==> src/rtl/tcdm_apb_bridge.sv <==
// TCDM slave port to APB master bridge: one transfer in flight, grant withheld
// until the APB access completes or times out, response returned one cycle later.
module tcdm_apb_bridge #(
  parameter int unsigned APB_ADDR_WIDTH = 32,
  parameter int unsigned TIMEOUT_CYCLES = 255,
  parameter logic [31:0] ERROR_RESPONSE = 32'hBADACCE5
) (
  input  logic                      clk_i,
  input  logic                      rst_ni,
  input  logic                      tcdm_req_i,
  input  logic [31:0]               tcdm_add_i,
  input  logic                      tcdm_wen_i,
  input  logic [31:0]               tcdm_wdata_i,
  input  logic [3:0]                tcdm_be_i,
  output logic                      tcdm_gnt_o,
  output logic                      tcdm_r_valid_o,
  output logic [31:0]               tcdm_r_rdata_o,
  output logic                      tcdm_r_opc_o,
  output logic [APB_ADDR_WIDTH-1:0] paddr_o,
  output logic [31:0]               pwdata_o,
  output logic                      pwrite_o,
  output logic [3:0]                pstrb_o,
  output logic                      psel_o,
  output logic                      penable_o,
  input  logic [31:0]               prdata_i,
  input  logic                      pready_i,
  input  logic                      pslverr_i
);

  // A one-bit counter is kept even when the timeout is disabled so the width stays legal.
  localparam int unsigned CNT_W = (TIMEOUT_CYCLES > 0) ? $clog2(TIMEOUT_CYCLES + 1) : 1;
  localparam logic [CNT_W-1:0] CNT_LAST = (TIMEOUT_CYCLES > 0) ? CNT_W'(TIMEOUT_CYCLES - 1) : '0;

  typedef enum logic [1:0] {IDLE, SETUP, ACCESS} state_t;

  state_t                    state;
  logic [CNT_W-1:0]          cnt;
  logic [APB_ADDR_WIDTH-1:0] hold_add;
  logic                      hold_write;
  logic [31:0]               hold_wdata;
  logic [3:0]                hold_be;
  logic                      r_valid;
  logic [31:0]               r_rdata;
  logic                      r_opc;
  logic                      timeout;
  logic                      done;

  assign timeout = (TIMEOUT_CYCLES > 0) && (cnt == CNT_LAST) && !pready_i;
  assign done    = (state == ACCESS) && (pready_i || timeout);

  assign tcdm_gnt_o     = done;
  assign tcdm_r_valid_o = r_valid;
  assign tcdm_r_rdata_o = r_rdata;
  assign tcdm_r_opc_o   = r_opc;

  // Write direction is held as ~wen so that a cleared register means "no write".
  assign psel_o    = (state != IDLE);
  assign penable_o = (state == ACCESS);
  assign paddr_o   = hold_add;
  assign pwrite_o  = hold_write;
  assign pstrb_o   = hold_write ? hold_be : 4'b0000;
  assign pwdata_o  = hold_write ? hold_wdata : 32'h0;

  always_ff @(posedge clk_i or negedge rst_ni) begin
    if (!rst_ni) begin
      state      <= IDLE;
      cnt        <= '0;
      hold_add   <= '0;
      hold_write <= 1'b0;
      hold_wdata <= 32'h0;
      hold_be    <= 4'b0000;
      r_valid    <= 1'b0;
      r_rdata    <= 32'h0;
      r_opc      <= 1'b0;
    end else begin
      r_valid <= 1'b0;
      case (state)
        IDLE: begin
          if (tcdm_req_i) begin
            hold_add   <= tcdm_add_i[APB_ADDR_WIDTH-1:0];
            hold_write <= ~tcdm_wen_i;
            hold_wdata <= tcdm_wdata_i;
            hold_be    <= tcdm_be_i;
            state      <= SETUP;
          end
        end
        SETUP: begin
          cnt   <= '0;
          state <= ACCESS;
        end
        ACCESS: begin
          cnt <= cnt + CNT_W'(1);
          // A ready slave wins over the timeout in the same cycle.
          if (pready_i) begin
            r_valid <= 1'b1;
            r_rdata <= hold_write ? 32'h0 : prdata_i;
            r_opc   <= pslverr_i;
            state   <= IDLE;
          end else if (timeout) begin
            r_valid <= 1'b1;
            r_rdata <= ERROR_RESPONSE;
            r_opc   <= 1'b1;
            state   <= IDLE;
          end
        end
        default: state <= IDLE;
      endcase
    end
  end

endmodule

==> config.mk <==
export PLATFORM = sky130hd
export DESIGN_NAME = tcdm_apb_bridge
export DESIGN_NICKNAME = d
export VERILOG_FILES = /design/src/rtl/tcdm_apb_bridge.sv
export SDC_FILE = /design/constraint.sdc
export NUM_CORES = 1
export LEC_CHECK = 0
export BUFFER_PORTS_ARGS = -buffer_cell sky130_fd_sc_hd__buf_4
export CAP_MARGIN = 30
export CORE_ASPECT_RATIO = 0.6
export CORE_UTILIZATION = 50
export DETAILED_ROUTE_END_ITERATION = 10
export GPL_TIMING_DRIVEN = 0
export PLACE_DENSITY = 0.87
export SLEW_MARGIN = 10
export SYNTH_ARGS = -nofsm -noshare
export SYNTH_HDL_FRONTEND = slang
export SYNTH_SLANG_ARGS = --single-unit
==> constraint.sdc <==
create_clock -name clk_i -period 4.3 [get_ports clk_i]
set_input_delay 0.215 -clock clk_i [delete_from_list [all_inputs] [get_ports clk_i]]
set_output_delay 0.215 -clock clk_i [all_outputs]
set_load 0.02 [all_outputs]
# ---- Word level (Yosys, flattened, before mapping)
# Index checks and enable logic that the tools add are counted.
dict set report word_totals {
  regBits 113
  word_cells 42
  in_bits 106
}
dict set report classes {
  n_reduce_logical 11
  eq_ne 5
  n_addsub 1
  mux 15
  n_bitwise 1
}
# operator count
set op_table {}
lappend op_table {{$mux W32} 4}
lappend op_table {{$pmux W8 S2} 1}
lappend op_table {{$add A8 B1 Y8 const B} 1}
lappend op_table {{$eq A8 B8 Y1 const B} 1}
lappend op_table {{$mux W2} 3}
lappend op_table {{$pmux W2 S3} 1}
lappend op_table {{$reduce_and A2 Y1} 3}
lappend op_table {{$reduce_bool A2 Y1} 3}
lappend op_table {{$mux W1} 5}
lappend op_table {{$mux W4} 1}
lappend op_table {{$ne A3 B1 Y1 const B} 1}
lappend op_table {{$eq A2 B1 Y1 const B} 1}
lappend op_table {{$eq A2 B2 Y1 const B} 1}
lappend op_table {{$logic_and A1 B1 Y1} 2}
lappend op_table {{$logic_not A2 Y1} 1}
lappend op_table {{$ne A2 B2 Y1 const B} 1}
lappend op_table {{$logic_not A1 Y1} 1}
lappend op_table {{$logic_or A1 B1 Y1} 1}
lappend op_table {{$not A1 Y1} 1}

# ---- Depth between registers and ports, before layout
dict set report logic_depth {
  ltp_word 5
  ltp_mapped 8
  mapped_depth_nobuf 7
}

# ---- Least setup slack after synthesis
# No wires, ideal clock.
dict set report synth_path {
  kind {register to register}
  startpoint {register state[0]}
  endpoint {register state[0]}
  slack_ns 2.571
  period_less_slack_ns 1.729
  t_required_ns 4.172
  path_stages_with_launch 6
  arrival_ns 1.601
  n_path_buf 0
  path_cell_list {dfrtp_1 > inv_1 > ha_1 > inv_2 > o32ai_2 > mux2_1}
}
dict set report synth_between {
  elab_chain_cells 3
}
# item line
set synth_lines {}
lappend synth_lines {{start: declaration} 36} ;# state_t state;
lappend synth_lines {{start signal: assignment} 66} ;# state <= IDLE;
lappend synth_lines {{start signal: assignment} 84} ;# state <= SETUP;
lappend synth_lines {{start signal: assignment} 89} ;# state <= ACCESS;
lappend synth_lines {{$eq A2 B2 Y1 (*)} --}
lappend synth_lines {{named net penable_o} 24} ;# output logic penable_o,
lappend synth_lines {{$ne A3 B1 Y1 (no source line)} --}
lappend synth_lines {{$reduce_and A2 Y1 (no source line)} --}
# Mark *: on every way through the listed nets, which the timed path passes. The rest lies on a longest branch.
# A chain may end at the register's enable or synchronous reset.

# ---- Worst setup path in the final report
dict set report layout_path {
  startpoint {register state[0]}
  endpoint {output port tcdm_gnt_o}
}
dict set report layout_between {
  elab_chain_cells 2
}
# item line
set layout_lines {}
lappend layout_lines {{$eq A2 B2 Y1} 49} ;# assign done = (state == ACCESS) && (pready_i || timeout);
lappend layout_lines {{$logic_and A1 B1 Y1} 49}
lappend layout_lines {{end: declaration} 15} ;# output logic tcdm_gnt_o,
# Every way passes these cells.

==> reports/results.ini <==
[grt]
grt_max_degree=114
grt_pass1_wl_um=19780
grt_overflow=0
grt_pass1_vias=3895
track_usage_pct=26.63
antenna_found_initial=0

[cells_and_area]
fin_util_pct=80.91
finalNonFillerCells=700
fin_area_mm2=0.007107
area_delta_synth_final_pct=51.59
final_nets=687
antenna_cells=0
layout-drive-gt1-share_pct=44.56

[placement]
dp_hpwl_um=8898
gp_congestion=0.7827
place_area_mm2=0.006416
numPortBuffers=211
dp.cells=666

[setup_path]
reg2reg_from=state[0]$_DFFE_PN0P_
crit_path_start_kind=register
worstPathRequired_ns=4.09
crit_type=reg -> out
cp-end-kind=output port
crit_arrival_ns=1.95
critPathBufInv=4
r2r_end=state[0]$_DFFE_PN0P_
path_depth=6
max_stage_delay_ns=0.42
r2r_slack_ns=2.48
cpLargestDelayFamily=buffers and inverters
cp_max_fo=11
crit_path_top_delay_cell=ha_1
cp_cell_sequence=inv_1 -> ha_1 -> o21ai_2 -> inv_2 -> buf_6 -> buf_4
startpoint=state[0]$_DFFE_PN0P_
r2r_cells=5

[route]
vias=3589
routed_wl_um=12140
drt_iter0_drc=188
ant_nets=0
wl_per_cell_um=17.34
drt_pass1_iterations=4
vias_per_cell=5.127
drc=0

[synthesis]
async_flop_share_pct=100.0
syn-num-nets=455
syn_inst=343
ys_seq_area_share_pct=60.31
ys_seq_elements=113
netlist-cell-type-count=30
syn_area_per_cell_um2=13.67
netlist.area_leader.share_pct=60.31
syn_area_mm2=0.004688
yosys_warnings=0
synth_edf_count=0
yosysTopAreaCell=dfrtp_1
ys_top_cells_by_area=dfrtp_1 60%, mux2_1 17%, and2_1 4.8%
ys.flop_type=dfrtp_1

[floorplan]
num_io_pins=212
die-area_mm2=0.009780
start_util_pct=53.38
fp.dieH_um=77.01
rows=26
coreArea_mm2=0.008783
die_w_um=127.0

[cts]
root_buffer=clkbuf_16
post_cts_resized=0
worst_skew_pair.late_latency_ns=0.40
clock_path_buffers=2
htree_levels=4
postCtsHoldBufs=0
post_cts_buffers=0
numCtsBuffers=17
path_clk_slew_ns=0.05
cts_tree=done
clock-sinks=113

[timing]
setup_violations=0
min_period_ns=2.160
drv_slew=0
max-slew-margin-rel_pct=69.48
finalHoldViolCount=0
fin_tns_setup_ns=0
max_freq_ghz=0.4629
clock_skew_ns=0.008660
tightest_slew_ns=0.4578
fin_crit_sh_pct=50.24
rsz0062_at_grt=no
hold_ws_ns=0.02259

[min_path]
whs_path_depth=2
min_to=pwrite_o$_DFFE_PN0P_
hp-start=tcdm_wen_i
hp-class=in -> reg

[power]
power_density_mw_per_mm2=819.0
power_leakage_nw=3.464
max-vdd-ir-drop_mv=0.4754

[run]
maxCapViolations=0

[outcome]
run_status=finished clean

[cells in the mapped netlist, types with 2 or more instances]
library cell  number
o21ai_1            3
and2_1            36
nand2_1            7
ha_1               6
nor2b_1           21
o22a_1            20
o21ai_0            7
or3_1              2
a21oi_1            2
a22o_1            13
nand3_1            4
nor2_2             2
buf_6              3
inv_2              2
dfrtp_1          113
buf_2              8
mux2_1            70
clkbuf_1           8
inv_1              5
[sequential cells by signal (all words and copies together), names as in the netlist, 2 cells and up]
name and flops:
cnt 8, paddr_o 32, state 2, tcdm_r_rdata_o 32, hold_be 4, hold_wdata 32
[worst max-delay path by stage]
stage / endpoint / slack, ns
2_1_floorplan: state[0]$_DFFE_PN0P_ / 2.57
5_1_grt: tcdm_gnt_o / 2.03
4_1_cts: tcdm_gnt_o / 2.15
3_5_place_dp: state[1]$_DFFE_PN0P_ / 2.50
3_3_place_gp: state[1]$_DFFE_PN0P_ / 2.57
6_report: tcdm_gnt_o / 2.14
[cells by family (layout without fill, tap and decap cells)]
logic type / count (synthesis) / count (layout) / synth area share, %
simple gates: 78 / 78 / 10.01
fa+ha+maj: 6 / 6 / 1.601
mux: 70 / 70 / 16.81
flops: 113 / 113 / 60.31
buf+inv: 27 / 272 / 2.936
xor+xnor: 1 / 1 / 0.1869
compound gates: 48 / 48 / 8.140
[per-stage QoR]
stage,setup WS [ns],power (W)
2_1_floorplan,2.571,0.003201
3_3_place_gp,2.573,0.004184
3_5_place_dp,2.501,0.004303
4_1_cts,2.153,0.005858
5_1_grt,2.027,0.006110
6_report,2.140,0.005820
[placed cells by master, fill, tap and decap left out, types with 3 or more instances in the layout]
master     netlist  routed
a22o_1          13      13
and2_1          36      36
buf_2            8       8
buf_4            1     211
buf_6            3       4
bufinv_16        0       5
clkbuf_1         8       9
clkbuf_16        0      17
clkbuf_8         0       3
clkinv_2         0       5
dfrtp_1        113     113
ha_1             6       6
inv_1            5       5
mux2_1          70      70
nand2_1          7       7
nand3_1          4       4
nor2b_1         21      21
o21ai_0          7       7
o21ai_1          3       3
o22a_1          20      20
[layout make-up]
type / count / area, um2
clock buffers: 21 / 470.5
repair buffers: 213 / 1625
plain buffers: 20 / 111.4
multi-input cells: 203 / 1723
inverters: 7 / 26.28
fillers: 532 / 1677
flip-flops and latches: 113 / 2828
well taps: 112 / 140.1
clock inverters: 11 / 182.7
[routing by layer]
| layer | global-route usage [%] | wire (um) |
|---|---|---|
| met5 | 0 | 0 |
| met3 | 6.629 | 585 |
| met1 | 32.42 | 4993 |
| met4 | 12.38 | 314 |
| met2 | 44.89 | 6242 |
[where the power goes]
group | internal (W) | switching [W] | leakage, nW | total, W
Clock | 0.00107 | 0.000464 | 0.323 | 0.00153
Combinational | 0.00115 | 0.00131 | 1.78 | 0.00247
Sequential | 0.00156 | 0.000259 | 1.36 | 0.00182
Note: power is estimated with default switching activity, not from simulation.
